[config.mk]
export PLATFORM = sky130hd
export DESIGN_NAME = neuron_mac_sequencer
export DESIGN_NICKNAME = d
export VERILOG_FILES = /design/src/rtl/neuron_pkg.sv /design/src/rtl/neuron_mac.sv /design/src/rtl/neuron_mac_sequencer.sv
export SDC_FILE = /design/constraint.sdc
export NUM_CORES = 1
export LEC_CHECK = 0
export CORE_ASPECT_RATIO = 0.8
export CORE_MARGIN = 3
export CORE_UTILIZATION = 45
export DETAILED_ROUTE_END_ITERATION = 12
export GPL_TIMING_DRIVEN = 0
export PLACE_DENSITY = 0.7
export SYNTH_ARGS = -nofsm -noshare
export SYNTH_HDL_FRONTEND = slang
export SYNTH_SLANG_ARGS = --single-unit
[constraint.sdc]
create_clock -name clk -period 15.7 [get_ports clk]
set_input_delay 1.57 -clock clk [delete_from_list [all_inputs] [get_ports clk]]
set_output_delay 1.57 -clock clk [all_outputs]
set_load 0.005 [all_outputs]
[src/rtl/neuron_pkg.sv]
// Shared types and helpers for the perceptron neuron datapath.
package neuron_pkg;

  typedef enum logic [1:0] {
    IDLE  = 2'd0,
    RUN   = 2'd1,
    DRAIN = 2'd2,
    DONE  = 2'd3
  } state_t;

  localparam int DATA_W_DEF = 16;
  localparam int ACC_W_DEF  = 40;

  function automatic int clog2(input int value);
    int r;
    r = 0;
    for (int i = 0; i < 31; i++) begin
      if ((32'sd1 <<< i) < value) begin
        r = i + 1;
      end
    end
    return r;
  endfunction

endpackage

[src/rtl/neuron_mac.sv]
// Registered multiply-accumulate: acc += a*b when enabled, synchronous clear.
module neuron_mac
  import neuron_pkg::*;
#(
  parameter int DATA_W = DATA_W_DEF,
  parameter int ACC_W  = ACC_W_DEF
) (
  input  logic              clk,
  input  logic              rst,
  input  logic              clr,
  input  logic              en,
  input  logic [DATA_W-1:0] a,
  input  logic [DATA_W-1:0] b,
  output logic [ACC_W-1:0]  acc
);

  logic [2*DATA_W-1:0] prod_s;

  assign prod_s = {{DATA_W{1'b0}}, a} * {{DATA_W{1'b0}}, b};

  // Accumulator register; wraps modulo 2^ACC_W.
  always_ff @(posedge clk or posedge rst) begin
    if (rst) begin
      acc <= {ACC_W{1'b0}};
    end else if (clr) begin
      acc <= {ACC_W{1'b0}};
    end else if (en) begin
      acc <= acc + ACC_W'(prod_s);
    end
  end

endmodule

[src/rtl/neuron_mac_sequencer.sv]
// Streams one input vector against a neuron's weight ROM, accumulates the dot
// product and presents {sum, fire} on a valid/ready result port.
module neuron_mac_sequencer
  import neuron_pkg::*;
#(
  parameter int N_INPUTS  = 10,
  parameter int DATA_W    = DATA_W_DEF,
  parameter int ACC_W     = ACC_W_DEF,
  parameter int BASE_ADDR = 1,
  parameter int THRESHOLD = 100
) (
  input  logic              clk,
  input  logic              rst,
  input  logic              start,
  output logic              busy,
  input  logic              in_valid,
  output logic              in_ready,
  input  logic [DATA_W-1:0] in_data,
  output logic [DATA_W-1:0] rom_addr,
  input  logic [DATA_W-1:0] rom_dout,
  output logic              out_valid,
  input  logic              out_ready,
  output logic [ACC_W-1:0]  out_sum,
  output logic              out_fire
);

  localparam int IDX_W = clog2(N_INPUTS + 1);

  state_t            state_r;
  state_t            state_nxt_s;
  logic [IDX_W-1:0]  idx_r;
  logic              mac_en_r;
  logic [DATA_W-1:0] data_q_r;
  logic              in_ready_s;
  logic              accept_s;
  logic              last_s;
  logic              mac_clr_s;
  logic [ACC_W-1:0]  acc_s;

  assign in_ready_s = (state_r == RUN) && (idx_r < IDX_W'(N_INPUTS));
  assign in_ready   = in_ready_s;
  assign accept_s   = in_valid && in_ready_s;
  assign last_s     = accept_s && (idx_r == IDX_W'(N_INPUTS - 1));
  assign mac_clr_s  = (state_r == IDLE) && start;

  // Next-state logic; start outside IDLE and handshakes outside DONE are ignored.
  always_comb begin
    state_nxt_s = state_r;
    case (state_r)
      IDLE: begin
        if (start) state_nxt_s = RUN;
        else       state_nxt_s = IDLE;
      end
      RUN: begin
        if (last_s) state_nxt_s = DRAIN;
        else        state_nxt_s = RUN;
      end
      DRAIN: state_nxt_s = DONE;
      DONE: begin
        if (out_valid && out_ready) state_nxt_s = IDLE;
        else                        state_nxt_s = DONE;
      end
      default: state_nxt_s = IDLE;
    endcase
  end

  // State register with busy registered from the next state.
  always_ff @(posedge clk or posedge rst) begin
    if (rst) begin
      state_r <= IDLE;
      busy    <= 1'b0;
    end else begin
      state_r <= state_nxt_s;
      busy    <= (state_nxt_s != IDLE);
    end
  end

  // Element index, ROM address and the data/enable pipe feeding the MAC.
  always_ff @(posedge clk or posedge rst) begin
    if (rst) begin
      idx_r    <= {IDX_W{1'b0}};
      rom_addr <= {DATA_W{1'b0}};
      data_q_r <= {DATA_W{1'b0}};
      mac_en_r <= 1'b0;
    end else if (mac_clr_s) begin
      idx_r    <= {IDX_W{1'b0}};
      mac_en_r <= 1'b0;
    end else if (accept_s) begin
      rom_addr <= DATA_W'(BASE_ADDR) + DATA_W'(idx_r);
      data_q_r <= in_data;
      mac_en_r <= 1'b1;
      idx_r    <= idx_r + {{(IDX_W-1){1'b0}}, 1'b1};
    end else begin
      mac_en_r <= 1'b0;
    end
  end

  neuron_mac #(
    .DATA_W(DATA_W),
    .ACC_W (ACC_W)
  ) u_mac (
    .clk(clk),
    .rst(rst),
    .clr(mac_clr_s),
    .en (mac_en_r),
    .a  (data_q_r),
    .b  (rom_dout),
    .acc(acc_s)
  );

  // Result capture on the first DONE cycle, held until the consumer accepts.
  always_ff @(posedge clk or posedge rst) begin
    if (rst) begin
      out_valid <= 1'b0;
      out_sum   <= {ACC_W{1'b0}};
      out_fire  <= 1'b0;
    end else if (state_r == DONE) begin
      if (!out_valid) begin
        out_sum   <= acc_s;
        out_fire  <= (acc_s >= ACC_W'(THRESHOLD));
        out_valid <= 1'b1;
      end else if (out_ready) begin
        out_valid <= 1'b0;
      end
    end
  end

endmodule

==> results of run 1 <==
cells in the final DEF (no fill, tap or decap), drive strengths merged, types with 6 or more instances in the layout:
cell / count
a21o: 26
nor2: 51
a21oi: 33
nand3: 10
clkbuf: 68
nand2: 257
mux2: 22
nor3: 8
clkdlybuf4s50: 85
mux2i: 24
nor4: 9
fa: 226
dfrtp: 111
xnor2: 15
nand4: 9
a31oi: 6
inv: 361
conb: 11
buf: 16
o21ai: 42
ha: 112
xor2: 12
and2: 116
o22ai: 6
a211oi: 10
worst max-delay path, delay by kind of cell:
family	cells	cell delay, ns
AOI/OAI and AO/OA	6	1.45
adders and majority gates	7	3.42
buffers and inverters	8	1.71
muxes	1	0.21
and+or+nand+nor	2	0.33
registers in the layout, summed over array words and instances, names as in the netlist:
name	cells
out_valid	1
rom_addr	5
busy	1
u_mac.acc	40
out_sum	40
out_fire	1
data_q_r	16
mac_en_r	1
idx_r	4
state_r	2
logic make-up after synthesis:
group,after synthesis,share of synthesized area (%)
adders and majority gates,338,41.3
AOI/OAI and AO/OA,149,7.04
buffers and inverters,433,11.6
muxes,46,3.40
and+or+nand+nor,480,15.6
DFF,111,19.4
other,1,0.0261
xor gates and xnor gates,27,1.65
final cells by class:
class,instances,area [sq um]
multi-input cells,1051,9940
fillers,2838,14800
flip-flops and latches,111,2780
repair buffers,86,878
inverters,359,1350
diodes,1,2.50
clock inverters,7,77.6
plain buffers,74,319
well taps,413,517
clock buffers,9,225
stage by stage:
step	worst slack [ns]	cell area (sq um)	std cells	util [%]
2_1_floorplan	8.41	14400	1595	-
3_3_place_gp	7.05	15700	2093	51.0
3_5_place_dp	7.02	15800	2094	51.1
4_1_cts	7.40	16100	2110	52.1
5_1_grt	6.97	16100	2110	52.1
6_report	7.29	16100	2111	52.1
metal layers:
layer  vias to the layer above  global-route usage (%)
li1                       4994                       -
met1                      5573                    34.1
met2                       355                    36.8
met3                        52                    4.98
met4                         0                    5.08
met5                         -                       0
final timing paths:
kind | cells past startpoint | slack [ns] | to
max | 24 | 7.29 | u_mac.acc[39]
min | 2 | 0.49 | out_sum[7]
max reg2reg | 24 | 8.48 | u_mac.acc[32]
min reg2reg | 2 | 0.49 | out_sum[7]
max in group asynchronous | 3 | 13.24 | data_q_r[15]
min in group asynchronous | 2 | 1.68 | out_sum[0]
==> impl_results.md, run 1 <==
- Crit. End Element: flop
- Number of max-cap violations: 0
- Cts-stage hold buffer count: 0
- Final setup viols: 0
- Overall die width: 206 um
- IO Port Bufs: 85
- Synth area leader: fa_1
- Count of state elements after synthesis: 111
- All-Layer GR Usage: 23.6%
- Share of Yosys cell area claimed by the top area cell type: 31.5%
- Fin. max-slew vios: 0
- Cell mode on critical path: fa_1
- Drt wl/cell: 18.1 um
- H-tree level count: 3
- Final net count: 2067
- Worst setup SP type: primary input
- Die area: 34100 sq um
- Met2 wire length: 17700 um
- Worst Setup SP: rom_dout[9]
- Initial core utilization: 46.4%
- Layout area overhead: 12.1%
- Ranking of synthesized cells by area: fa_1 32%, dfrtp_1 19%, ha_1 9.8%
- Worst skew pair latency: 0.38 ns
- RD Place Congestion: 0.932
- Vias: 11000
- Vias in the first global route: 11500
- Critical path class: primary input to flop
- Syn_area_per_cell: 9.05 sq um
- Pre-Repair DR Iteration Count: 5
- Synthesized area: 14300 sq um
- DP Wirelength: 31900 um
- YS warnings: 0
- Most instantiated cells after synthesis: 358 x inv_1, 257 x nand2_1, 226 x fa_1
- Ys flop type: dfrtp_1
- CP Data Required Time: 16.01 ns
- Layout cells sized above 1: 3.95%
- Ports: 97
- Crit path max fanout: 10
- Fmax: 119 MHz
- Clock sink count: 111
- GRT overflow: 0
- Status: complete, no violations
- Final hold vios: 0
- Vias per Instance: 5.20
- Worst-path clk slew: 0.09 ns
- Final period utilization: 53.6%
- Post-cts resize count: 0
- Mapped Cells: 1585
- Worst hold slack: 0.489 ns
- Seq/Total Area, Yosys: 19.4%
- Worst Hold Launch: out_sum[7]
- Top routing layer used: met4
- First-pass GRT wire length: 62800 um
- Slew HR: 45.8%
- Ys async rst share: 100%
- WL final: 38200 um
- Most common cell in the netlist: inv_1
- Residual DRC count: 0
- Cell Chain, Critical Path: clkdlybuf4s50_1 > clkbuf_1 > nand2_1 > fa_1 > inv_1 > fa_1 > inv_1 > fa_1 > inv_1 > fa_1 > fa_1 > inv_1 > fa_1 > inv_1 > ha_1 > clkbuf_1 > a21oi_1 > o21ai_0 > a31oi_1 > a21o_1 > a21o_1 > nand3_1 > a21oi_1 > mux2i_1
- WL met3: 2760 um
- Post-CTS setup buffer count: 0
- Cell variety after synth: 56
- Setup TNS: 0 ns
- Slowest CP cell: clkdlybuf4s50_1
- CP peak stage delay: 0.74 ns
- Die H: 166 um
- R2r startpoint: data_q_r[13]
- Final Critical Period: 8.41 ns
- Antenna violation net count after detailed routing: 0
- TritonCTS buffer count: 9
- Largest net degree at the start of global routing: 59
- EDFF count, synth: 0
- Antenna violations before repair: 2
- Min-Delay Path Class: flop to flop
- RSZ-0062 raised after global routing: false
- Arrival time at the worst endpoint: 8.72 ns
- CTS tree: done
- Met1 wire length: 16800 um
- Starting DRT DRC Count: 635
- Root Buffer: clkbuf_16
- Std cell rows: 57
- Actual transition at the worst max-transition pin: 0.813 ns
- Core area: 30900 sq um
- Clock Tree Buf Depth: 2
- Fin Clk Skew: 0.0120 ns
Power of run 1 is left out: the tool's default activity adds up to more than one toggle a clock period on the data nets, which glitch-free logic cannot reach.
==> run 2, diff against run 1 <==
--- a/config.mk
+++ b/config.mk
@@ -10,7 +10,7 @@
 export CORE_UTILIZATION = 45
 export DETAILED_ROUTE_END_ITERATION = 12
 export GPL_TIMING_DRIVEN = 0
-export PLACE_DENSITY = 0.7
+export PLACE_DENSITY = 0.72
 export SYNTH_ARGS = -nofsm -noshare
 export SYNTH_HDL_FRONTEND = slang
 export SYNTH_SLANG_ARGS = --single-unit
==> constraint.sdc (replaced) <==
create_clock -name clk -period 7.2 [get_ports clk]
set_input_delay 0.72 -clock clk [delete_from_list [all_inputs] [get_ports clk]]
set_output_delay 0.72 -clock clk [all_outputs]
set_load 0.005 [all_outputs]
==> run 2 against run 1 <==
Effect of this change:
- utilization increased by 0.29 points
- wire length hardly changed
- largest cell class unchanged
- highest routed layer unchanged
- worst hold slack lost 0.0082 ns
- sequential share of layout area decreased by 0.095 points
- register-to-register slack got worse by 8.2 ns
- clock-buffer cell count unchanged
- first-iteration DRC count up 15%
- flip-flop and latch count is the same
- via count fell by 0.19%
- die area unchanged
==> impl_results.md, run 2 (synthesized netlist as in run 1, its figures left out) <==
- Finished Layout Cells: 2110 (was 2111)
- Slew HR: 44.1% (was 45.8%)
- Most common cell after layout, fill and taps aside: inv_1 (unchanged)
- Setup TNS: 0 ns (unchanged)
- Number of max-cap violations: 0 (unchanged)
- Pre-Repair DR Iteration Count: 5 (unchanged)
- DP Wirelength: 31600 um (was 31900 um)
- Layout area overhead: 12.8% (was 12.1%)
- GRT overflow: 0 (unchanged)
- Core area: 30900 sq um (unchanged)
- Worst-path clk slew: 0.08 ns (was 0.09 ns)
- WL final: 38200 um (about the same)
- CTS tree: done (unchanged)
- Status: complete, no violations (unchanged)
- Min-Delay Path Class: flop to flop (unchanged)
- Initial core utilization: 46.4% (unchanged)
- Clock Tree Buf Depth: 2 (unchanged)
- Arrival time at the worst endpoint: 7.30 ns (was 8.72 ns)
- Vias in the first global route: 11200 (was 11500)
- Met1 wire length: 16700 um (was 16800 um)
- RD Place Congestion: 0.947 (was 0.932)
- Std cell rows: 57 (unchanged)
- Reg2reg setup slack: 0.24 ns (was 8.48 ns)
- All-Layer GR Usage: 23.3% (was 23.6%)
- Final period utilization: 97.0%
- Critical path class: primary input to flop (unchanged)
- Final hold vios: 0 (unchanged)
- Layout cells sized above 1: 5.66% (was 3.95%)
- Starting DRT DRC Count: 730 (was 635)
- Crit. End Element: flop (unchanged)
- Vias per Instance: 5.19 (was 5.20)
- Final setup viols: 0 (unchanged)
- Residual DRC count: 0 (unchanged)
- Leading cell types in the layout, fill and taps excluded: 357 x inv_1, 257 x nand2_1, 226 x fa_1 (unchanged)
- Regs by FF count: out_sum: 40 flops, u_mac.acc: 40 flops, data_q_r: 16 flops (unchanged)
- Clock sink count: 111 (unchanged)
- Met2 wire length: 17600 um (was 17700 um)
- Fin. max-slew vios: 0 (unchanged)
- Largest net degree at the start of global routing: 70 (was 59)
- Worst reg-to-reg path cell count: 23 (was 24)
- Top routing layer used: met4 (unchanged)
- WL met3: 2940 um (was 2760 um)
- Overall die width: 206 um (unchanged)
- Fmax: 143 MHz
- Hold Path Depth: 2 (unchanged)
- TritonCTS buffer count: 9 (unchanged)
- Vias: 11000 (about the same)
- Root Buffer: clkbuf_16 (unchanged)
- Crit path max fanout: 10 (unchanged)
- Worst skew pair latency: 0.38 ns (about the same)
- Die area: 34100 sq um (unchanged)
- Antenna violations before repair: 0 (was 2)
- # fillers: 2839 (was 2838)
- IO Port Bufs: 85 (unchanged)
- Antenna violation net count after detailed routing: 0 (unchanged)
- Die H: 166 um (unchanged)
- Actual transition at the worst max-transition pin: 0.838 ns (was 0.813 ns)
- Fin Clk Skew: 0.0135 ns (was 0.0120 ns)
- Worst setup SP type: primary input (unchanged)
- CP Data Required Time: 7.51 ns (was 16.01 ns)
- Antenna Cells: 0 (was 1)
- Drt wl/cell: 18.1 um (about the same)
- Ports: 97 (unchanged)
- First-pass GRT wire length: 61400 um (was 62800 um)
- H-tree level count: 3 (unchanged)
- Final Critical Period: 6.99 ns
- Final net count: 2067 (unchanged)
- Placed insts: 2094 (unchanged)
[run 2: worst max-delay path, cell delays in order]
cell and delay, ns:
clkdlybuf4s15_1 0.47, clkbuf_2 0.37, nand2_1 0.13, fa_1 0.56
inv_1 0.05, fa_1 0.39, inv_1 0.09, fa_1 0.39
inv_1 0.08, fa_1 0.46, fa_1 0.54, inv_1 0.05
fa_1 0.52, inv_1 0.04, ha_1 0.37, and3_1 0.24
nor3b_2 0.16, a21o_2 0.28, o31ai_4 0.37, o31ai_4 0.15
a31oi_4 0.31, nor2_1 0.10, nor4_1 0.30, a211o_1 0.15
[run 2: timing repair]
action	4_1_cts	5_1_grt
buffers inserted	0	1
gates resized for setup	22	55
hold buffers	0	0
endpoints found under the setup margin	12	15
pin swaps	0	1
[run 2: through the flow]
stage	worst slack, ns	hold WS, ns	util (%)	area, sq um
after floorplan	0.762	0.473	-	14400
after global placement	-0.531	0.463	51.0	15700
after detailed placement	-0.624	0.466	51.1	15800
after CTS	0.00296	0.488	52.1	16100
after global routing	-0.0000933	0.517	52.4	16200
final	0.215	0.481	52.4	16200
[run 2: final cells by class]
cell class | instances | area, sq um | area share [%]
Buffer | 73 | 374 | 2.31
Clock buffer | 9 | 225 | 1.39
Clock inverter | 7 | 68.8 | 0.426
Inverter | 359 | 1350 | 8.36
Multi-Input combinational cell | 1051 | 9950 | 61.5
Sequential cell | 111 | 2780 | 17.2
Tap cell | 413 | 517 | 3.20
Timing Repair Buffer | 87 | 907 | 5.61
[run 2: worst paths after layout]
| kind | startpoint | to |
|---|---|---|
| min in group asynchronous | rst | out_sum[2] |
| min | out_sum[10] | out_sum[10] |
| max in group asynchronous | rst | out_sum[20] |
| max | rom_dout[9] | u_mac.acc[34] |
| max reg2reg | data_q_r[3] | u_mac.acc[34] |
| min reg2reg | out_sum[10] | out_sum[10] |
[run 2: per-layer routing]
metal	global-route usage, %	up-vias
met5	0	-
met3	5.95	70
met1	33.4	5529
met4	5.23	0
met2	35.7	361
li1	-	4993
Power of run 2 is left out for the same reason.
==> run 3, diff against run 2 <==
--- a/config.mk
+++ b/config.mk
@@ -9,6 +9,7 @@
 export CORE_MARGIN = 3
 export CORE_UTILIZATION = 45
 export DETAILED_ROUTE_END_ITERATION = 12
+export GPL_ROUTABILITY_DRIVEN = 0
 export GPL_TIMING_DRIVEN = 0
 export PLACE_DENSITY = 0.72
 export SYNTH_ARGS = -nofsm -noshare
==> run 3 against run 2 <==
Effect of this change:
- die area stayed put
- non-clock buffer count shrank 1
- critical path depth is 2 lower
- final cell count barely moved
- largest cell class unchanged
- wire length fell by 1.7%
- register-to-register slack improved by 0.06 ns
- cell area barely moved
- worst setup slack improved by 0.0024 ns
- critical path type unchanged
- utilization barely moved
- clock skew grew 0.00077 ns
- worst hold slack better by 0.0026 ns
- global-route usage is 0.41 points lower
==> impl_results.md, run 3 (synthesized netlist as in run 1, its figures left out) <==
- Fin Clk Skew: 0.0142 ns (was 0.0135 ns)
- Clock sink count: 111 (unchanged)
- Crit path max fanout: 10 (unchanged)
- Vias: 11000 (about the same)
- Worst setup SP type: primary input (unchanged)
- H-tree level count: 3 (unchanged)
- Cts-stage hold buffer count: 0 (unchanged)
- CTS tree: done (unchanged)
- Vias in the first global route: 11200 (about the same)
- Final Critical Period: 6.98 ns (was 6.99 ns)
- Core area: 30900 sq um (unchanged)
- IO Port Bufs: 85 (unchanged)
- Final period utilization: 97.0% (about the same)
- First-pass GRT wire length: 60700 um (was 61400 um)
- Arrival time at the worst endpoint: 7.24 ns (was 7.30 ns)
- Overall die width: 206 um (unchanged)
- Initial core utilization: 46.4% (unchanged)
- # fillers: 2830 (was 2839)
- Final net count: 2066 (was 2067)
- Leading cell types in the layout, fill and taps excluded: 357 x inv_1, 257 x nand2_1, 226 x fa_1 (unchanged)
- Starting DRT DRC Count: 694 (was 730)
- Regs by FF count: out_sum: 40 flops, u_mac.acc: 40 flops, data_q_r: 16 flops (unchanged)
- Die area: 34100 sq um (unchanged)
- Worst skew pair latency: 0.38 ns (about the same)
- Ports: 97 (unchanged)
- Residual DRC count: 0 (unchanged)
- Layout cells sized above 1: 5.48% (was 5.66%)
- GRT overflow: 0 (unchanged)
- Drt wl/cell: 17.8 um (was 18.1 um)
- Layout area overhead: 12.8% (about the same)
- Antenna violation net count after detailed routing: 0 (unchanged)
- CP Data Required Time: 7.46 ns (was 7.51 ns)
- Dpl ws: -0.612 ns (was -0.624 ns)
- Clock Tree Buf Depth: 2 (unchanged)
- Post-CTS setup buffer count: 0 (unchanged)
- Crit. End Element: flop (unchanged)
- DP Wirelength: 31200 um (was 31600 um)
- Final setup viols: 0 (unchanged)
- Final hold vios: 0 (unchanged)
- Fin. max-slew vios: 0 (unchanged)
- Std cell rows: 57 (unchanged)
- All-Layer GR Usage: 22.8% (was 23.3%)
- TritonCTS buffer count: 9 (unchanged)
- Antenna violations before repair: 1 (was 0)
- Fmax: 143 MHz (about the same)
- Status: complete, no violations (unchanged)
- WL final: 37500 um (was 38200 um)
- Worst-path clk slew: 0.08 ns (about the same)
- Slew HR: 47.3% (was 44.1%)
- Actual transition at the worst max-transition pin: 0.791 ns (was 0.838 ns)
- Critical path class: primary input to flop (unchanged)
- Number of max-cap violations: 0 (unchanged)
- Vias per Instance: 5.21 (was 5.19)
- Min-Delay Path Class: flop to flop (unchanged)
- Antenna Cells: 0 (unchanged)
- RSZ-0062 raised after global routing: false
- Largest net degree at the start of global routing: 97 (was 70)
- Die H: 166 um (unchanged)
- Most common cell after layout, fill and taps aside: inv_1 (unchanged)
- Setup ws final: 0.217 ns (was 0.215 ns)
- Pre-Repair DR Iteration Count: 5 (unchanged)
- Root Buffer: clkbuf_16 (unchanged)
[run 3: timing repair]
action                                  in CTS  in global routing
pin swaps                                    0                  2
endpoints found under the setup margin       9                 17
resized for setup                           19                 54
[run 3: final timing paths]
path	startpoint	endpoint	slack, ns	cells after the start
worst min-delay path	out_sum[12]	out_sum[12]	0.48	2
worst min register to register	out_sum[12]	out_sum[12]	0.48	2
max in group asynchronous	rst	data_q_r[10]	5.83	3
worst max-delay path	rom_dout[1]	u_mac.acc[32]	0.22	22
worst max register to register	data_q_r[4]	u_mac.acc[32]	0.30	23
min in group asynchronous	rst	out_sum[2]	0.64	2
[run 3: critical path, cell delays in order]
cell and delay (ns):
clkdlybuf4s50_1 0.62, buf_2 0.30, nand2_1 0.10, fa_1 0.52
fa_1 0.45, fa_1 0.52, inv_1 0.05, fa_1 0.49
fa_1 0.55, inv_1 0.05, fa_1 0.53, inv_1 0.04
ha_1 0.37, and3_1 0.23, nor3b_2 0.15, a21o_2 0.28
o31ai_4 0.30, o31ai_4 0.15, a31oi_4 0.32, nor2_2 0.07
mux2i_1 0.12, a311o_1 0.31
[run 3: layout make-up]
class	count	area (sq um)	share of cell area (%)
tap	413	517	3.19
inverter	359	1350	8.36
clock buffer	10	239	1.48
buffer	73	372	2.30
multi-input combinational	1051	9940	61.4
timing repair buffer	86	906	5.60
sequential	111	2780	17.2
clock inverter	6	73.8	0.456
[run 3: metrics by stage]
stage | util, % | hold slack (ns) | cell area (sq um) | std cells | setup TNS (ns)
2_1_floorplan | - | 0.473 | 14400 | 1595 | 0
3_3_place_gp | 51.0 | 0.463 | 15700 | 2093 | -6.79
3_5_place_dp | 51.1 | 0.465 | 15800 | 2094 | -7.58
4_1_cts | 52.2 | 0.488 | 16100 | 2110 | 0
5_1_grt | 52.4 | 0.516 | 16200 | 2109 | 0
6_report | 52.4 | 0.483 | 16200 | 2109 | 0
[run 3: layer usage]
layer / global-route usage, % / up-vias / share of wire (%)
li1: - / 4997 / -
met1: 32.9 / 5549 / 43
met2: 35.4 / 390 / 46
met3: 5.06 / 46 / 8.2
met4: 5.23 / 0 / 2.1
met5: 0 / - / 0
Power of run 3 is left out for the same reason.
